$ cat src/rtl/conv_pkg.sv
// Shared types and constants for the parallel-output convolutional encoder.
package conv_pkg;

    // Encoder control states
    typedef enum logic [1:0] {
        ST_IDLE  = 2'd0,
        ST_EMIT  = 2'd1,
        ST_FLUSH = 2'd2
    } conv_state_e;

    // Legal parameter ranges
    localparam int CONV_K_MIN = 2;
    localparam int CONV_K_MAX = 9;
    localparam int CONV_N_MIN = 2;
    localparam int CONV_N_MAX = 4;

    // Default code: K=3, rate 1/2, G[1]=3'b011, G[0]=3'b111
    localparam int CONV_DEFAULT_K = 3;
    localparam int CONV_DEFAULT_N = 2;
    localparam logic [5:0] CONV_DEFAULT_G = {3'b011, 3'b111};

    // Width of a counter that must hold values 0..count-1 (never zero width)
    function automatic int conv_cntr_width(input int count);
        return (count > 1) ? $clog2(count) : 1;
    endfunction

endpackage

$ cat src/rtl/conv_parity.sv
// One generator tap: XOR reduction of the shift register masked by the generator.
module conv_parity #(
    parameter int K = 3
) (
    input  logic [K-1:0] data,
    input  logic [K-1:0] mask,
    output logic         parity
);

    assign parity = ^(data & mask);

endmodule

$ cat src/rtl/conv_encoder_par.sv
// Convolutional encoder: one input bit in, N coded symbols out serially,
// with an optional K-1 zero-bit tail flush terminating each block.
module conv_encoder_par
    import conv_pkg::*;
#(
    parameter int             K = CONV_DEFAULT_K,
    parameter int             N = CONV_DEFAULT_N,
    parameter logic [N*K-1:0] G = CONV_DEFAULT_G
) (
    input  logic clock,
    input  logic reset,
    input  logic in_valid,
    output logic in_ready,
    input  logic in_bit,
    input  logic in_last,
    output logic out_valid,
    input  logic out_ready,
    output logic out_bit,
    output logic out_last,
    output logic busy
);

    localparam int PW = conv_cntr_width(N);
    localparam int TW = conv_cntr_width(K - 1);
    localparam logic [PW-1:0] PHASE_LAST = PW'(N - 1);
    localparam logic [TW-1:0] TAIL_LAST  = TW'(K - 2);

    // Reject illegal code shapes at elaboration
    generate
        if (K < CONV_K_MIN || K > CONV_K_MAX) begin : g_bad_k
            $error("conv_encoder_par: K=%0d outside legal range 2..9", K);
        end
        if (N < CONV_N_MIN || N > CONV_N_MAX) begin : g_bad_n
            $error("conv_encoder_par: N=%0d outside legal range 2..4", N);
        end
    endgenerate

    conv_state_e   state_q, state_d;
    logic [K-1:0]  sr_q, sr_d;
    logic [N-1:0]  sym_q, sym_d;
    logic [PW-1:0] phase_q, phase_d;
    logic [TW-1:0] tail_q, tail_d;
    logic          last_q, last_d;
    logic          out_valid_q, out_valid_d;
    logic          out_bit_q, out_bit_d;
    logic          out_last_q, out_last_d;

    logic          in_ready_c;
    logic          accept;
    logic          out_fire;
    logic          shift_bit;
    logic [K-1:0]  sr_shift;
    logic [N-1:0]  par;

    // Input readiness: always in IDLE, on the final symbol of a group in
    // EMIT when the sink takes it and no flush is pending, never in FLUSH
    always_comb begin
        in_ready_c = 1'b0;
        case (state_q)
            ST_IDLE:  in_ready_c = 1'b1;
            ST_EMIT:  in_ready_c = (phase_q == PHASE_LAST) && out_ready && !last_q;
            default:  in_ready_c = 1'b0;
        endcase
    end

    // Reset low forces in_ready low even though the state already reads IDLE
    assign in_ready = in_ready_c & reset;
    assign accept   = in_valid & in_ready;
    assign out_fire = out_valid_q & out_ready;

    // The candidate shifted register: the input bit on accept, zero for tail bits
    assign shift_bit = accept & in_bit;
    assign sr_shift  = {sr_q[K-2:0], shift_bit};

    generate
        for (genvar gi = 0; gi < N; gi++) begin : g_par
            conv_parity #(
                .K(K)
            ) u_parity (
                .data  (sr_shift),
                .mask  (G[gi*K +: K]),
                .parity(par[gi])
            );
        end
    endgenerate

    // Next-state logic for control, shift register, symbols and outputs
    always_comb begin
        state_d = state_q;
        sr_d    = sr_q;
        sym_d   = sym_q;
        phase_d = phase_q;
        tail_d  = tail_q;
        last_d  = last_q;

        case (state_q)
            ST_IDLE: begin
                if (accept) begin
                    state_d = ST_EMIT;
                    sr_d    = sr_shift;
                    sym_d   = par;
                    phase_d = '0;
                    last_d  = in_last;
                end
            end

            ST_EMIT: begin
                if (out_fire) begin
                    if (phase_q != PHASE_LAST) begin
                        phase_d = phase_q + PW'(1);
                    end else if (accept) begin
                        // Back-to-back refill: next group starts without a bubble
                        sr_d    = sr_shift;
                        sym_d   = par;
                        phase_d = '0;
                        last_d  = in_last;
                    end else if (last_q) begin
                        // Block ended: shift in the first zero tail bit
                        state_d = ST_FLUSH;
                        sr_d    = sr_shift;
                        sym_d   = par;
                        phase_d = '0;
                        tail_d  = '0;
                        last_d  = 1'b0;
                    end else begin
                        state_d = ST_IDLE;
                        phase_d = '0;
                    end
                end
            end

            ST_FLUSH: begin
                if (out_fire) begin
                    if (phase_q != PHASE_LAST) begin
                        phase_d = phase_q + PW'(1);
                    end else if (tail_q == TAIL_LAST) begin
                        state_d = ST_IDLE;
                        phase_d = '0;
                    end else begin
                        sr_d    = sr_shift;
                        sym_d   = par;
                        phase_d = '0;
                        tail_d  = tail_q + TW'(1);
                    end
                end
            end

            default: begin
                state_d = ST_IDLE;
            end
        endcase

        // Outputs are registered so they stay put while the sink stalls
        out_valid_d = (state_d != ST_IDLE);
        out_bit_d   = out_valid_d ? sym_d[phase_d] : 1'b0;
        out_last_d  = (state_d == ST_FLUSH) && (tail_d == TAIL_LAST) &&
                      (phase_d == PHASE_LAST);
    end

    // State registers; reset abandons any pending symbols and clears history
    always_ff @(posedge clock or negedge reset) begin
        if (!reset) begin
            state_q     <= ST_IDLE;
            sr_q        <= '0;
            sym_q       <= '0;
            phase_q     <= '0;
            tail_q      <= '0;
            last_q      <= 1'b0;
            out_valid_q <= 1'b0;
            out_bit_q   <= 1'b0;
            out_last_q  <= 1'b0;
        end else begin
            state_q     <= state_d;
            sr_q        <= sr_d;
            sym_q       <= sym_d;
            phase_q     <= phase_d;
            tail_q      <= tail_d;
            last_q      <= last_d;
            out_valid_q <= out_valid_d;
            out_bit_q   <= out_bit_d;
            out_last_q  <= out_last_d;
        end
    end

    assign out_valid = out_valid_q;
    assign out_bit   = out_bit_q;
    assign out_last  = out_last_q;
    assign busy      = (state_q != ST_IDLE);

endmodule

$ cat config.mk
export PLATFORM = sky130hd
export DESIGN_NAME = conv_encoder_par
export DESIGN_NICKNAME = d
export VERILOG_FILES = /design/src/rtl/conv_pkg.sv /design/src/rtl/conv_parity.sv /design/src/rtl/conv_encoder_par.sv
export SDC_FILE = /design/constraint.sdc
export NUM_CORES = 1
export LEC_CHECK = 0
export CORE_MARGIN = 8
export CORE_UTILIZATION = 55
export CTS_CLUSTER_SIZE = 30
export DETAILED_ROUTE_END_ITERATION = 8
export PLACE_DENSITY = 0.8
export SLEW_MARGIN = 40
export SYNTH_ARGS = -nofsm -noshare
export SYNTH_HDL_FRONTEND = slang
export SYNTH_SLANG_ARGS = --single-unit
$ cat constraint.sdc
create_clock -name clock -period 3.35 [get_ports clock]
set_input_delay 0.335 -clock clock [delete_from_list [all_inputs] [get_ports clock]]
set_output_delay 0.335 -clock clock [all_outputs]
set_load 0.02 [all_outputs]
==> impl_metrics.ini <==
[routing]
wl_met3_um = 158
antenna_left = 0
drt-initial-drc-count = 20
num_vias = 765
viasPerCell = 6.17
wl_met2_um = 868
drc = 0
wl_per_cell_um = 16.0
dr.pass1.iters = 4
m1WireLength_um = 894
maxUsedRoutingLayer = met4
wl_mm = 1.98

[placement]
numPortBuffers = 10
placed_cells = 120
dpl.hpwl_mm = 1.45
finalWeightedCongestion = 0.934
placed_area_sq_um = 953

[floorplan]
start_util_pct = 57.4
die_h_um = 55.4
design.die.area_sq_mm = 0.00307
die_x_um = 55.4
ios = 11
placementRows = 14
design.core.area_sq_mm = 0.00149

[global_route]
grt-ovfl-total = 0
grt_usage_pct = 13.1
grt_pass1_vias = 756
grt_antenna_before_repair = 0
grt_pass1_wl_mm = 3.36
grt_max_degree = 13

[clocking]
numCtsBuffers = 3
postCtsHoldBufs = 0
cts_resized = 0
postCtsSetupBuffers = 0
cts_tree = yes
insertion_delay_ps = 270
clkSinkCount = 12
htreeDepth = 1
root_buffer = clkbuf_4
clkTransAtPathRegs_ps = 70
clock_path_buffers = 2

[sta]
finalCriticalPeriod_ps = 2560
period_share_pct = 76.3
hold_viol = 0
tightest_slew_ps = 410
slew-limit-headroom_pct = 72.6
max_freq_mhz = 391
finalClockSkew_ps = 7.04
final_max_slew_viol_count = 0
tns_ps = 0
rsz0062_at_grt = no
setup_violations = 0

[power]
p_int_mw = 0.450
power.switching_mw = 0.364
switching_share_pct = 44.7
clockPowerShare_pct = 13.9
power_mw = 0.814
pwr-share-comb_pct = 56.6
irDropWorstVdd_uv = 426
power-per-cell-area_mw_per_mm2 = 822
pwr-share-seq_pct = 29.5
leakage_nw = 0.427

[worst_setup_path]
crit_chain = inv_1 -> ha_1 -> and4b_2 -> o21a_1 -> clkdlybuf4s50_1
end_kind = output pin
rr_worst_depth = 8
worst_ep_arrival_time_ps = 2220
start_kind = register
critPathMaxStageDelay_ps = 590
crit_slowest_cell = clkdlybuf4s50_1
crit_path_max_fanout = 12
required_ps = 3010
critical_path_class = reg -> out

[worst_hold_path]
min_path_type = in -> async

[finish]
areaGrowthSynthToFinish_pct = 15.8
nNetsFinal = 119
n_fill_cell = 123
final_cell_area_sq_um = 990
drive_gt1_share_pct = 13.9
diodes = 0
final_cells = 124

[yosys]
synthArstFlopShare_pct = 100
yosys.area.top_type = dfrtp_1
synthTopCellsByArea = dfrtp_1 35%, o21ai_0 6.4%, ha_1 5.9%, nand2_1 5.7%, a21oi_1 3.5%
synth_cell_types = 39
synth_edf_count = 0
synth_flop_cell = dfrtp_1
ys_ff_latch = 12
syn_nets = 108
synth.cell_area_sq_um = 855
synth-seq-area-share_pct = 35.1
synthCells = 98
syn_avg_cell_area_sq_um = 8.72
synth_top_area_share_pct = 35.1
yosys_warnings = 0

[run_status]
status = completed

[run]
cap_violations = 0
[power groups by stage]
stage	clock network, mW	logic (mW)	registers (mW)
global route	0.126	0.510	0.246
global placement	0	0.445	0.240
CTS	0.116	0.458	0.238
floorplan	0	0.345	0.233
detailed placement	0	0.453	0.241
finish	0.113	0.461	0.240
[cell families after synthesis]
| group | synth area share, % |
|---|---|
| adders and majority gates | 5.86 |
| xor gates and xnor gates | 3.95 |
| muxes | 2.49 |
| and+or+nand+nor | 18.0 |
| buffers and inverters | 6.44 |
| DFF | 35.1 |
| AOI/OAI and AO/OA | 28.1 |
[cells in the final DEF (no fill, tap or decap), types with 2 or more instances in the layout]
cell and count:
a21oi_1 6, a31oi_1 3, clkbuf_4 3, clkdlybuf4s50_1 10, dfrtp_1 12, ha_1 4, inv_1 7, nand2_1 13
nand3_1 5, nor2_1 3, o211ai_1 3, o21ai_0 11, xor2_1 2
[synthesized netlist by cell type (all sizes together) (2+ instances only)]
cell and number:
a21oi 7, nand3 5, inv 7, xor2 2, nand2 13, o211ai 4
and2 2, nor2 3, and4b 2, a31oi 3, ha 4, dfrtp 12
buf 2, clkbuf 3, o21ai 11
[final cells by class]
| cell class | count | area [sq um] | share of cell area (%) |
|---|---|---|---|
| Sequential cell | 12 | 300 | 30.3 |
| Multi-Input combinational cell | 74 | 499 | 50.4 |
| Timing Repair Buffer | 11 | 108 | 10.9 |
| Tap cell | 16 | 20.0 | 2.02 |
| Inverter | 7 | 26.3 | 2.65 |
| Clock buffer | 4 | 36.3 | 3.67 |
[worst max-delay path, delay by kind of cell, from the launching register on]
family                     cells  cell delay [ps]
and+or+nand+nor                1              350
buffers and inverters          2              680
adders and majority gates      1              380
DFF                            1              410
AOI/OAI and AO/OA              1              120
[registers in the layout, indices dropped and copies added (netlist names)]
register   flops
phase_q        1
last_q         1
sym_q          2
state_q        2
out_last       1
out_valid      1
sr_q           2
out_bit        1
tail_q         1
[worst paths after layout]
kind / start / endpoint / slack, ps
min in group clock: sym_q[1] / sym_q[1] / 500
min reg2reg: sym_q[1] / sym_q[1] / 500
max in group asynchronous: reset / out_valid / 2550
min: reset / phase_q / 350
max: state_q[1] / in_ready / 790
max reg2reg: state_q[0] / out_bit / 970
[per-stage QoR]
stage / utilization (%) / hold WS, ps / worst slack (ps)
after floorplan: - / 39.4 / 1530
after global placement: 64.0 / 464 / 934
after detailed placement: 64.0 / 490 / 934
after CTS: 66.5 / 334 / 799
after global routing: 66.5 / 349 / 627
final: 66.5 / 346 / 793
[per-layer routing]
metal  track usage, %  vias to the layer above
met1             15.7                      352
li1                 -                      370
met2             19.1                       35
met5                0                        -
met3             5.71                        8
met4             7.04                        0
(Power assumes the default switching activity.)
